==> config.mk <==
export PLATFORM = sky130hd
export DESIGN_NAME = alu_unit
export DESIGN_NICKNAME = d
export VERILOG_FILES = /design/src/rtl/alu_unit_pkg.sv /design/src/rtl/alu_comb.sv /design/src/rtl/alu_unit.sv
export SDC_FILE = /design/constraint.sdc
export NUM_CORES = 1
export LEC_CHECK = 0
export ABC_AREA = 0
export CORE_MARGIN = 3
export CORE_UTILIZATION = 40
export CTS_CLUSTER_DIAMETER = 200
export DETAILED_ROUTE_END_ITERATION = 7
export SYNTH_ARGS = -nofsm -noshare
export SYNTH_HDL_FRONTEND = slang
export SYNTH_SLANG_ARGS = --single-unit
==> constraint.sdc <==
create_clock -name clk -period 5.5 [get_ports clk]
set_clock_uncertainty 0.15 [all_clocks]
set_input_delay 0.55 -clock clk [delete_from_list [all_inputs] [get_ports clk]]
set_output_delay 0.55 -clock clk [all_outputs]
set_load 0.05 [all_outputs]
==> src/rtl/alu_unit_pkg.sv <==
// Shared ALU constants: default datapath width and operation encodings.
package alu_unit_pkg;

  localparam int unsigned AluWidth = 32;
  localparam int unsigned ShamtW   = 5;

  typedef enum logic [2:0] {
    ALU_AND = 3'd0,
    ALU_ADD = 3'd1,
    ALU_SUB = 3'd2,
    ALU_OR  = 3'd3,
    ALU_XOR = 3'd4,
    ALU_SLL = 3'd5,
    ALU_SRL = 3'd6,
    ALU_SRA = 3'd7
  } alu_op_e;

endpackage

==> src/rtl/alu_comb.sv <==
// Purely combinational ALU datapath: A, B, op -> result.
module alu_comb
  import alu_unit_pkg::*;
#(
  parameter int unsigned WIDTH = AluWidth
) (
  input  logic [WIDTH-1:0] a_i,
  input  logic [WIDTH-1:0] b_i,
  input  logic [2:0]       op_i,
  output logic [WIDTH-1:0] result_o
);

  logic [ShamtW-1:0] shamt;

  // Only the low bits of B select the shift amount; upper bits are ignored.
  assign shamt = b_i[ShamtW-1:0];

  // Result select; every encoding is covered so no latch or X can appear.
  always_comb begin
    result_o = '0;
    unique case (alu_op_e'(op_i))
      ALU_AND: result_o = a_i & b_i;
      ALU_ADD: result_o = a_i + b_i;
      ALU_SUB: result_o = a_i + ~b_i + WIDTH'(1);
      ALU_OR:  result_o = a_i | b_i;
      ALU_XOR: result_o = a_i ^ b_i;
      ALU_SLL: result_o = a_i << shamt;
      ALU_SRL: result_o = a_i >> shamt;
      ALU_SRA: result_o = WIDTH'($signed(a_i) >>> shamt);
      default: result_o = '0;
    endcase
  end

endmodule

==> src/rtl/alu_unit.sv <==
// Registered ALU: one-cycle latency result plus zero and sign flags.
module alu_unit
  import alu_unit_pkg::*;
#(
  parameter int unsigned WIDTH = AluWidth
) (
  input  logic             clk,
  input  logic             reset,
  input  logic [WIDTH-1:0] A,
  input  logic [WIDTH-1:0] B,
  input  logic [2:0]       ALUop,
  output logic [WIDTH-1:0] Output,
  output logic             zeroFlag,
  output logic             nFlag
);

  logic [WIDTH-1:0] result;
  logic [WIDTH-1:0] output_d, output_q;
  logic             zero_d, zero_q;
  logic             n_d, n_q;

  alu_comb #(
    .WIDTH (WIDTH)
  ) u_alu_comb (
    .a_i      (A),
    .b_i      (B),
    .op_i     (ALUop),
    .result_o (result)
  );

  // Flags come from the same result that is registered, so they never lag Output.
  always_comb begin
    output_d = result;
    zero_d   = (result == '0);
    n_d      = result[WIDTH-1];
  end

  // Output register stage; synchronous reset gives the all-zero result and its flags.
  always_ff @(posedge clk) begin
    if (reset) begin
      output_q <= '0;
      zero_q   <= 1'b1;
      n_q      <= 1'b0;
    end else begin
      output_q <= output_d;
      zero_q   <= zero_d;
      n_q      <= n_d;
    end
  end

  assign Output   = output_q;
  assign zeroFlag = zero_q;
  assign nFlag    = n_q;

endmodule

Word-level counts from Yosys, hierarchy flattened

Cells that the tools add are included.

Register bits: 34
Input port bits: 69
Output and inout bits: 34
Logic and storage cells: 23

Add/sub/neg operators: 3
Equality and inequality tests: 7
Shift operators: 3
Muxes and demuxes: 1
Bitwise gates (word level): 4
Reductions and logical operators: 2

Operators with widths:

| kind                                                | count |
|---|---|
| case mux 32 bit (8 select lines)                    | 1 |
| adder 32 bit                                        | 2 |
| adder 32 x 1 -> 32 bit, second input constant       | 1 |
| bitwise AND 32 bit                                  | 1 |
| zero test 32 bit                                    | 1 |
| NOT 32 bit                                          | 1 |
| bitwise OR 32 bit                                   | 1 |
| << shifter 32 x 5 -> 32 bit                         | 1 |
| right shift 32 x 5 -> 32 bit                        | 1 |
| >>> shifter 32 x 5 -> 32 bit                        | 1 |
| XOR 32 bit                                          | 1 |
| equality test 3 bit, second input constant          | 4 |
| equality test 3 x 2 -> 1 bit, second input constant | 2 |
| equality test 3 x 1 -> 1 bit, second input constant | 1 |
| zero test 3 bit                                     | 1 |

Logic depth before layout (Yosys ltp)

Word-level depth: 5
Mapped depth: 19
Mapped depth without buffers: 15

Modules after synthesis

Synthesis repeated with hierarchy kept, for this count alone.

Cells, all modules: 1,387
Area total of the unflattened synthesis: 10,050.9 µm²

Modules (own cells, without submodules):

| module   | instances | cells each | area each (µm²) | seq. area each (µm²) |
|---|---|---|---|---|
| alu_comb | 1         | 1,307      | 9,069.9         | 0.0 |
| alu_unit | 1         | 80         | 980.9           | 660.6 |

Worst setup path after synthesis

OpenSTA, ideal clock, no wires.

Kind: input-to-reg
From: input B[1]
To: register zero_q, in the netlist zeroFlag
Library setup time: 0.084 ns
Data arrival time: 4.635 ns
Data required time: 5.266 ns
Setup slack: 0.630 ns
Cell stages on the path: 18
Path buffers: 5
Path through: buf_2 inv_2 buf_2 buf_2 buf_2 buf_2 ha_1 a21o_1 a2111oi_0 a2111o_1 o221ai_1 o32a_1 or3_1 a2111oi_2 nand4_1 nor4_1 nand4_1 o31ai_2

Word-level cells in the longest chain between the ends: 5
Elaborated cells between the ends (all ways): 12

Ends and longest elaborated chain:

| what                               | RTL line       | source |
|---|---|---|
| from (decl)                        | alu_unit.sv:10 | `input logic [WIDTH-1:0] B,` |
| NOT 32 bit                         | alu_comb.sv:24 | `ALU_SUB: result_o = a_i + ~b_i + WIDTH'(1);` |
| adder 32 bit                       | alu_comb.sv:24 |  |
| adder 32 x 1 -> 32 bit             | alu_comb.sv:24 |  |
| case mux 32 bit (8 select lines) * | alu_comb.sv:21 | `unique case (alu_op_e'(op_i))` |
| zero test 32 bit *                 | alu_unit.sv:34 | `zero_d = (result == '0);` |
| to (signal assigned)               | alu_unit.sv:46 | `zero_q <= zero_d;` |
| to (decl)                          | alu_unit.sv:19 | `logic zero_d, zero_q;` |

Mark *: on every way between the ends. The rest lies on a longest branch, timed or not.
A chain may end at the register's enable or synchronous reset.

Worst setup path in the final report

From: input A[6]
To: register zero_q, in the netlist zeroFlag

Word-level cells in the longest chain between the ends: 4
Elaborated cells between the ends (all ways): 11

Ends and longest elaborated chain:

| what                               | RTL line       | source |
|---|---|---|
| from (decl)                        | alu_unit.sv:9  | `input logic [WIDTH-1:0] A,` |
| adder 32 bit                       | alu_comb.sv:24 |  |
| adder 32 x 1 -> 32 bit             | alu_comb.sv:24 |  |
| case mux 32 bit (8 select lines) * | alu_comb.sv:21 |  |
| zero test 32 bit *                 | alu_unit.sv:34 |  |

Marks and branches as above.

==> impl_metrics.toml <==
[status]
run_status = "complete, no violations"

[routing]
drtPass1Iterations = 5
postRouteAntennaNets = 0
wire_per_inst_um = 29.2
dr.first_iter.drc_count = 1764
vias = 13400
vias_per_cell = 6.83
drc = 0
drt-total-wl_mm = 57.2

[floorplanning]
dieArea_um2 = 29900
die_w_um = 173
die_h_um = 173
io_pins = 103
num_rows = 60
core_region_area_um2 = 27200
initial_utilization_pct = 41.0

[finish]
syn_to_final_growth_pct = 18.0
utilization_pct = 48.4
fin_nets = 1762
final_common_cell = "nor2_1"
mostFrequentLayoutCells = "nor2_1 (153), buf_4 (127), ha_1 (104), clkdlybuf4s50_1 (98), inv_1 (97)"
antenna_cells = 0
drive_gt1_share_pct = 16.4

[timing]
rsz0062_at_grt = "false"
holdWs_ns = 0.864
fmax_ghz = 0.199
min_period_over_period_pct = 91.4
worst_slack_ns = 0.471
hold_viol_final = 0
setup_violations = 0
worstMarginPinSlew_ns = 1.15
setup_tns_ns = 0
period_minus_slack_ns = 5.03
slew_viol_final = 0
slew_headroom_pct = 21.3

[clock_tree]
cts.path.max_buffers = 2
cts_buffers = 5
cts_tree = "built"
h-tree-depth = 2
cts-root-buf = "clkbuf_16"
cts.sinks = 33
hold_buffers = 0
post-cts-setup-buffers = 0
clkTransAtPathRegs_ns = 0.05
cts_resized = 0

[grt]
grt_max_degree = 65
grt_pass1_wl_mm = 82.9
grt_pass1_vias = 12400
overflow = 0
antenna_found_initial = 1
track_usage_pct = 36.1

[power_and_ir_drop]
ir_drop_mv = 0.0971
p_total_mw = 2.06
power.internal_mw = 1.00
power_frac_seq_pct = 13.2
leakagePower_nw = 5.43
cellPowerDensity_nw_per_um2 = 157
sw_frac_of_total_pct = 51.3
p_switching_mw = 1.06
p_clk_share_pct = 13.1
combPwrFrac_pct = 73.7

[yosys]
synthesis.nets = 1647
ys_seq_elements = 33
yosysUniqueCellTypes = 96
async_reset_ff_share_pct = 0
synth.area.top_cells = "ha_1 (12%), mux4_2 (11%), dfxtp_1 (5.9%)"
yosysSeqAreaShare_pct = 5.93
synth_edf_count = 0
ys.flop_type = "dfxtp_1"
yosys.area.top_type = "ha_1"
netlist_area_um2 = 11100
synthCells = 1472
avgSynthCellArea_um2 = 7.56
yosysTopAreaCellShare_pct = 11.7
ys_warn_count = 0

[worst_setup_path]
crit_type = "in2reg"
crit_required_ns = 5.54
startpoint_type = "primary input"
worstPathArrival_ns = 5.07
end_kind = "flip-flop"
cp_max_fo = 12

[placed_design]
place_congestion = 1.03
dp_hpwl_mm = 46.4
numPortBuffers = 102
place_ws_ns = 0.315

[hold_path]
holdPathEnd = "Output[17]"
hp-class = "in2reg"
holdPathStages = 3
worstHoldStart = "reset"

[job]
drv_cap = 0
[cell usage after synthesis, types with 14 or more instances]
cell type,number
and3_1,14
nor2_1,153
dfxtp_1,33
and2_1,19
nor4_1,16
a211oi_1,23
nand3_1,34
a21oi_1,85
ha_1,104
mux4_2,54
mux2i_1,53
nand2b_1,22
o21a_1,14
a31oi_1,26
mux2_2,31
nand4_1,14
nand2_1,94
xnor2_1,18
buf_2,17
a21o_1,19
nor2b_1,18
o22ai_1,30
inv_1,97
nor3_1,25
o31ai_1,21
o211ai_1,31
clkbuf_1,75
o21ai_0,66
[worst max-delay path by stage]
stage,startpoint,end,slack [ns],cells past startpoint
after detailed placement,A[6],zeroFlag,0.31,14
after CTS,A[6],zeroFlag,0.60,14
after floorplan,B[1],zeroFlag,0.63,18
after global routing,A[6],zeroFlag,0.21,14
final,A[6],zeroFlag,0.47,14
after global placement,A[0],zeroFlag,0.39,15
[cell type report]
| class | instances | area [um2] |
|---|---|---|
| flip-flops and latches | 33 | 661 |
| fillers | 2788 | 14000 |
| clock buffers | 5 | 125 |
| repair buffers | 232 | 2030 |
| inverters | 99 | 372 |
| multi-input cells | 1216 | 9470 |
| well taps | 372 | 465 |
| clock inverters | 3 | 17.5 |
[worst max-delay path, cell delays in order]
cell	delay (ns)
clkdlybuf4s50_1	0.78
inv_1	0.10
ha_1	0.51
inv_1	0.17
a21oi_1	0.31
o31ai_1	0.18
o211a_1	0.32
o311ai_1	0.51
o41ai_1	0.19
a2111oi_0	0.51
o21ai_0	0.16
a31oi_1	0.39
nand4b_1	0.17
o31ai_2	0.22
[kinds of logic after synthesis]
kind of cell / after synthesis / synth area share (%)
buffers and inverters: 223 / 9.05
muxes: 146 / 20.2
AOI/OAI and AO/OA: 477 / 30.5
xor gates and xnor gates: 23 / 1.81
adders and majority gates: 106 / 12.0
DFF: 33 / 5.93
and+or+nand+nor: 464 / 20.5
[sequential cells by signal (all words and copies together), names as in the netlist]
name	cells
Output	32
zeroFlag	1
[through the flow]
stage | cells | cell area (um2)
after global placement | 1952 | 13000
after detailed placement | 1952 | 13000
final | 1960 | 13100
after floorplan | 1472 | 11100
after global routing | 1960 | 13100
after CTS | 1960 | 13100
[per-layer routing]
layer	track usage, %	wire length [um]	vias to the layer above
met5	0	0	-
met4	14.6	2620	0
met3	4.74	5900	145
met2	55.8	24900	907
met1	51.0	23700	6521
li1	-	-	5810
[power groups by stage]
stage | Sequential (mW) | Clock, mW | Combinational, mW
after floorplan | 0.376 | 0 | 0.813
after global placement | 0.278 | 0 | 1.47
after detailed placement | 0.278 | 0 | 1.47
after CTS | 0.273 | 0.277 | 1.47
after global routing | 0.276 | 0.283 | 1.59
final | 0.273 | 0.270 | 1.52
Power figures use the tool's default switching activity.
